`src/rtl/load_store_unit.sv`:
```
// load_store_unit: single-outstanding load/store engine between the ALU result and a one-cycle-ack memory port.
// Checks alignment, formats byte enables and store data, extracts load data, and times out stalled accesses.
module load_store_unit #(
    parameter int unsigned MAX_WAIT = 256
) (
    input  logic        clk,
    input  logic        rst_n,
    input  logic        req_valid,
    output logic        req_ready,
    input  logic [5:0]  alucode,
    input  logic [31:0] addr,
    input  logic [31:0] wdata,
    input  logic [4:0]  rd_in,
    output logic        mem_req,
    output logic        mem_we,
    output logic [31:0] mem_addr,
    output logic [3:0]  mem_be,
    output logic [31:0] mem_wdata,
    input  logic        mem_ack,
    input  logic [31:0] mem_rdata,
    output logic        done,
    output logic        rsp_wen,
    output logic [4:0]  rsp_rd,
    output logic [31:0] rsp_data,
    output logic        err
);
    localparam logic [5:0] ALU_LB  = 6'd18;
    localparam logic [5:0] ALU_LH  = 6'd19;
    localparam logic [5:0] ALU_LW  = 6'd20;
    localparam logic [5:0] ALU_LBU = 6'd21;
    localparam logic [5:0] ALU_LHU = 6'd22;
    localparam logic [5:0] ALU_SB  = 6'd23;
    localparam logic [5:0] ALU_SH  = 6'd24;
    localparam logic [5:0] ALU_SW  = 6'd25;

    typedef enum logic [1:0] {IDLE, MEM, RESP} state_t;

    state_t      state_q, state_d;
    logic [5:0]  op_q, op_d;
    logic [31:0] addr_q, addr_d;
    logic [31:0] wdata_q, wdata_d;
    logic [31:0] rdata_q, rdata_d;
    logic [4:0]  rd_q, rd_d;
    logic        err_q, err_d;
    logic [15:0] cnt_q, cnt_d;

    function automatic logic is_ld(input logic [5:0] op);
        return op inside {ALU_LB, ALU_LH, ALU_LW, ALU_LBU, ALU_LHU};
    endfunction

    function automatic logic is_st(input logic [5:0] op);
        return op inside {ALU_SB, ALU_SH, ALU_SW};
    endfunction

    function automatic logic is_byte(input logic [5:0] op);
        return op inside {ALU_LB, ALU_LBU, ALU_SB};
    endfunction

    function automatic logic is_half(input logic [5:0] op);
        return op inside {ALU_LH, ALU_LHU, ALU_SH};
    endfunction

    function automatic logic misaligned(input logic [5:0] op, input logic [1:0] a);
        return is_half(op) ? a[0] : (op inside {ALU_LW, ALU_SW}) ? |a : 1'b0;
    endfunction

    always_ff @(posedge clk or negedge rst_n) begin
        if (!rst_n) begin
            state_q <= IDLE;
            op_q    <= '0;
            addr_q  <= '0;
            wdata_q <= '0;
            rdata_q <= '0;
            rd_q    <= '0;
            err_q   <= 1'b0;
            cnt_q   <= '0;
        end else begin
            state_q <= state_d;
            op_q    <= op_d;
            addr_q  <= addr_d;
            wdata_q <= wdata_d;
            rdata_q <= rdata_d;
            rd_q    <= rd_d;
            err_q   <= err_d;
            cnt_q   <= cnt_d;
        end
    end

    always_comb begin
        state_d = state_q;
        op_d    = op_q;
        addr_d  = addr_q;
        wdata_d = wdata_q;
        rdata_d = rdata_q;
        rd_d    = rd_q;
        err_d   = err_q;
        cnt_d   = cnt_q;
        unique case (state_q)
            IDLE: if (req_valid && (is_ld(alucode) || is_st(alucode))) begin
                op_d    = alucode;
                addr_d  = addr;
                wdata_d = wdata;
                rd_d    = rd_in;
                rdata_d = '0;
                cnt_d   = '0;
                err_d   = misaligned(alucode, addr[1:0]);
                state_d = err_d ? RESP : MEM;
            end
            MEM: if (mem_ack) begin
                rdata_d = mem_rdata;
                state_d = RESP;
            end else if (cnt_q == 16'(MAX_WAIT - 1)) begin
                err_d   = 1'b1;
                state_d = RESP;
            end else begin
                cnt_d = cnt_q + 16'd1;
            end
            RESP: state_d = IDLE;
            default: state_d = IDLE;
        endcase
    end

    logic [31:0] shifted, ld_val;
    logic [15:0] half;
    logic        ok;

    // Load data: pick the addressed lane, then extend by opcode.
    always_comb begin
        shifted = rdata_q >> {addr_q[1:0], 3'b000};
        half    = addr_q[1] ? rdata_q[31:16] : rdata_q[15:0];
        ld_val  = (op_q == ALU_LB)  ? {{24{shifted[7]}}, shifted[7:0]} :
                  (op_q == ALU_LBU) ? {24'd0, shifted[7:0]} :
                  (op_q == ALU_LH)  ? {{16{half[15]}}, half} :
                  (op_q == ALU_LHU) ? {16'd0, half} : rdata_q;
    end

    always_comb begin
        req_ready = state_q == IDLE;
        mem_req   = state_q == MEM;
        mem_we    = mem_req && is_st(op_q);
        mem_addr  = {addr_q[31:2], 2'b00};
        mem_be    = is_byte(op_q) ? 4'b0001 << addr_q[1:0] :
                    is_half(op_q) ? (addr_q[1] ? 4'b1100 : 4'b0011) : 4'b1111;
        mem_wdata = is_byte(op_q) ? {4{wdata_q[7:0]}} :
                    is_half(op_q) ? {2{wdata_q[15:0]}} : wdata_q;
        done      = state_q == RESP;
        ok        = done && !err_q;
        err       = done && err_q;
        rsp_rd    = done ? rd_q : 5'd0;
        rsp_wen   = ok && is_ld(op_q) && |rd_q;
        rsp_data  = (ok && is_ld(op_q)) ? ld_val : 32'd0;
    end
endmodule

```
`config.mk`:
```
export PLATFORM = sky130hd
export DESIGN_NAME = load_store_unit
export DESIGN_NICKNAME = d
export VERILOG_FILES = /design/src/rtl/load_store_unit.sv
export SDC_FILE = /design/constraint.sdc
export NUM_CORES = 1
export LEC_CHECK = 0
export BUFFER_PORTS_ARGS = -buffer_cell sky130_fd_sc_hd__buf_2
export CORE_MARGIN = 8
export CORE_UTILIZATION = 39
export CTS_BUF_LIST = sky130_fd_sc_hd__clkbuf_4 sky130_fd_sc_hd__clkbuf_8
export CTS_CLUSTER_DIAMETER = 120
export DETAILED_ROUTE_END_ITERATION = 12
export PLACE_DENSITY_LB_ADDON = 0.12
export RECOVER_POWER = 25
export SETUP_SLACK_MARGIN = 0.1
export SLEW_MARGIN = 40
export SYNTH_ARGS = -nofsm -noshare
export SYNTH_HDL_FRONTEND = slang
export SYNTH_SLANG_ARGS = --single-unit
```
`constraint.sdc`:
```
create_clock -name clk -period 2.1 [get_ports clk]
set_input_delay 0 -clock clk [delete_from_list [all_inputs] [get_ports clk]]
set_output_delay 0 -clock clk [all_outputs]
set_load 0.05 [all_outputs]
```
==> out/summary.txt <==
max capacitance violation total: 0
post-route design area: 10600 sq um
Worst EP required: 2.10 ns
ordered cell list for the critical path: and2b_2 > nand3b_1 > or3b_4 > buf_12 > a211oi_4 > buf_6
row cnt: 48
CTS Root Buffer Type: clkbuf_8
cell leakage power: 0.00509 uW
number of buffers on the longest clock path: 2
leading register cell type out of synthesis: dfrtp_1
total number of vias: 6624
Fmax achieved: 0.441 GHz
Core ar.: 17200 sq um
headroom to the max-slew limit: 55.8%
post-synthesis cell type with the largest combined area: dfrtp_1
number of global-route vias before repair: 7012
fin crit period: 2.27 ns
RePlAce Congestion: 0.780
Setup WS pre-CTS: 0.172 ns
top-level I/O count: 222
total die area: 22100 sq um
IO Port Bufs: 219
share of post-route cells with drive strength above 1: 33.0%
CP max stage cell: dfrtp_1
global-route usage over all layers: 21.2%
final slew viol count: 0
Yosys reg bits: 126
iteration-0 DRC count of the detailed router: 287
simple logic cell fraction of the synthesized area: 26.6%
VDD IR-drop max: 0.947 mV
average footprint of a synthesized cell: 8.48 sq um
clock buffer count from CTS: 17
flop-to-flop setup slack: 0.30 ns
Synth Area in Compound Gates: 9.24%
distinct cell type count of the synthesized netlist: 50
deepest level of the CTS H-tree: 4
worst-case clock skew: 0.0153 ns
setup repair after global routing missed its margin: true
wire length of the first global-routing pass: 37200 microns
main combinational cell family by area after synthesis: simple AND/OR/NAND/NOR gates
final setup violation count: 57
sequential area share after synthesis: 45.9%
total routed wirelength: 23500 microns
gr ovfl total: 0
leading cell types by total area after synthesis: dfrtp_1 (46%), nand2_1 (17%), buf_4 (4.6%)
pin count of the biggest net entering global routing: 73
largest fanout on the critical path: 9
x dimension of the die: 149 microns
area of the mapped netlist: 6860 sq um
Worst Setup Start Kind: register
worst stage delay on the critical path: 0.44 ns
power per cell area: 975 nW/um^2
share of the synthesized netlist area taken by xor and xnor gates: 1.02%
fill cell total of the finished layout: 1442
final worst path period share: 108%
share of the synthesized area in the top cell type: 45.9%
most numerous cell in the Yosys netlist: nand2_1
kind of critical path: register to output pin
CTS tree: built
number of search-and-repair iterations in the first detailed-routing pass: 4
Worst-Margin Slew: 0.663 ns
Post-Synth Adder-Cell Area: 0.182%
WP data arrival: 2.27 ns
DRC violation count after routing: 0
clock latency on the worst-skew pair: 0.46 ns
number of endpoints with negative hold slack in the final report: 0
clock edge transition at the registers on the reported setup and hold paths: 0.08 ns
area overhead of the layout relative to synthesis: 55.0%
top cells by count, synth: nand2_1 (315), dfrtp_1 (126), o21ai_0 (50), buf_4 (42), nor2_1 (34)
type of element capturing the critical path: output pin
mux cell area share after synthesis: 9.19%
Synth warnings: 0
Vert. Die Dim: 149 microns
path category of the worst min-delay check: primary input to register
failing checks: negative setup slack
share of flip-flops with an asynchronous set or reset after synthesis: 100%
placed standard-cell area: 8350 sq um
post-DP HPWL: 14800 microns
number of routed nets with antenna violations: 0
Gate Count Post-Synth: 809
EDFF count, synth: 0
initial cell density of the core: 39.8%
multi-input logic area: 3640 sq um
result of the run: complete, but fails checks
sequential standard cell area: 3160 sq um
net total in the final layout: 1236
Wirelength per Cell: 17.3 microns
detail-routed via count per cell: 4.86
clock net sink count: 126
setup slack after layout: -0.170 ns
number of antenna violations at the first check in global routing: 1
## placed cells by master, fill, tap and decap left out, types with 3 or more instances in the layout
| cell | n |
|---|---|
| a211oi_4 | 8 |
| a21oi_1 | 8 |
| a21oi_2 | 18 |
| a21oi_4 | 14 |
| a31oi_1 | 3 |
| and2_1 | 10 |
| and3_1 | 5 |
| buf_12 | 11 |
| buf_2 | 126 |
| buf_4 | 41 |
| buf_6 | 55 |
| buf_8 | 4 |
| clkbuf_1 | 31 |
| clkbuf_8 | 17 |
| clkinv_4 | 3 |
| dfrtp_1 | 123 |
| dfrtp_2 | 3 |
| dlygate4sd3_1 | 111 |
| inv_6 | 6 |
| mux2_2 | 14 |
| mux2i_1 | 25 |
| mux4_2 | 8 |
| nand2_1 | 312 |
| nand2b_1 | 5 |
| nand3_1 | 6 |
| nand4_1 | 10 |
| nor2_1 | 30 |
| nor2_2 | 5 |
| nor2b_1 | 4 |
| nor4_1 | 3 |
| o21ai_0 | 47 |
| o21ai_2 | 3 |
| xor2_1 | 8 |
## sequential cells by signal, summed over array words and instances, names as in the netlist
| name | cells |
|---|---|
| err_q | 1 |
| rd_q | 5 |
| state_q | 2 |
| op_q | 6 |
| cnt_q | 16 |
| rdata_q | 32 |
| wdata_q | 32 |
| addr_q | 32 |
## power by group
group | leakage (uW) | switching, uW | internal [uW]
Sequential | 0.00164 | 391 | 2870
Combinational | 0.00326 | 3180 | 1810
Clock | 0.000192 | 1140 | 974
Total | 0.00509 | 4720 | 5660
## logic make-up after synthesis
kind of cell,after synthesis
flops,126
mux,51
xor+xnor,8
other cells,1
compound gates,108
simple gates,422
fa+ha+maj,1
buf+inv,92
## cell type report
type	instances	share of cell area, %
multi-input cells	593	34.2
repair buffers	384	29.7
flip-flops and latches	126	29.7
well taps	225	2.65
clock buffers	17	2.20
clock inverters	15	1.42
inverters	2	0.0941
diodes	1	0.0235
## final timing paths
kind | start | endpoint | depth (start not counted)
max | state_q[0] | rsp_data[7] | 6
min | alucode[4] | state_q[0] | 5
max reg2reg | cnt_q[1] | cnt_q[9] | 6
min reg2reg | addr_q[19] | addr_q[19] | 2
max in group asynchronous | rst_n | addr_q[9] | 4
min in group asynchronous | rst_n | addr_q[2] | 3
## worst max-delay path, delay by kind of cell, from the launching register on
family                 cells  cell delay, ns
DFF                        1            0.44
buffers and inverters      2            0.36
and+or+nand+nor            3            0.79
AOI/OAI and AO/OA          1            0.23
## routing by layer
layer | share of wire [%] | global-route usage [%] | vias up | wire length [microns]
met4 | 1.8 | 7.19 | 0 | 412
met1 | 41 | 26.0 | 3125 | 9740
met5 | 0 | 0 | - | 0
li1 | - | - | 3262 | -
met2 | 50 | 34.6 | 208 | 11700
met3 | 7.2 | 6.78 | 29 | 1700
## through the flow
step           TNS [ns]  util, %  total power, uW  cells  hold WS (ns)
2_1_floorplan    -0.608        -             6500    810        -0.296
3_3_place_gp          0     48.4             7350   1200       -0.0428
3_5_place_dp          0     48.4             7360   1200       -0.0393
4_1_cts           -6.34     60.7            10300   1353        0.0713
5_1_grt          -13.57     61.7            10900   1363         0.145
6_report          -6.19     61.7            10400   1363         0.104
## what timing repair did
action,4_1_cts,5_1_grt
setup endpoints to repair,62,91
pin swaps,8,5
endpoints found under the hold margin,234,0
resized for setup,149,28
cloned,3,2
setup buffers,7,7
hold buffers,111,0
(Power assumes the default switching activity.)
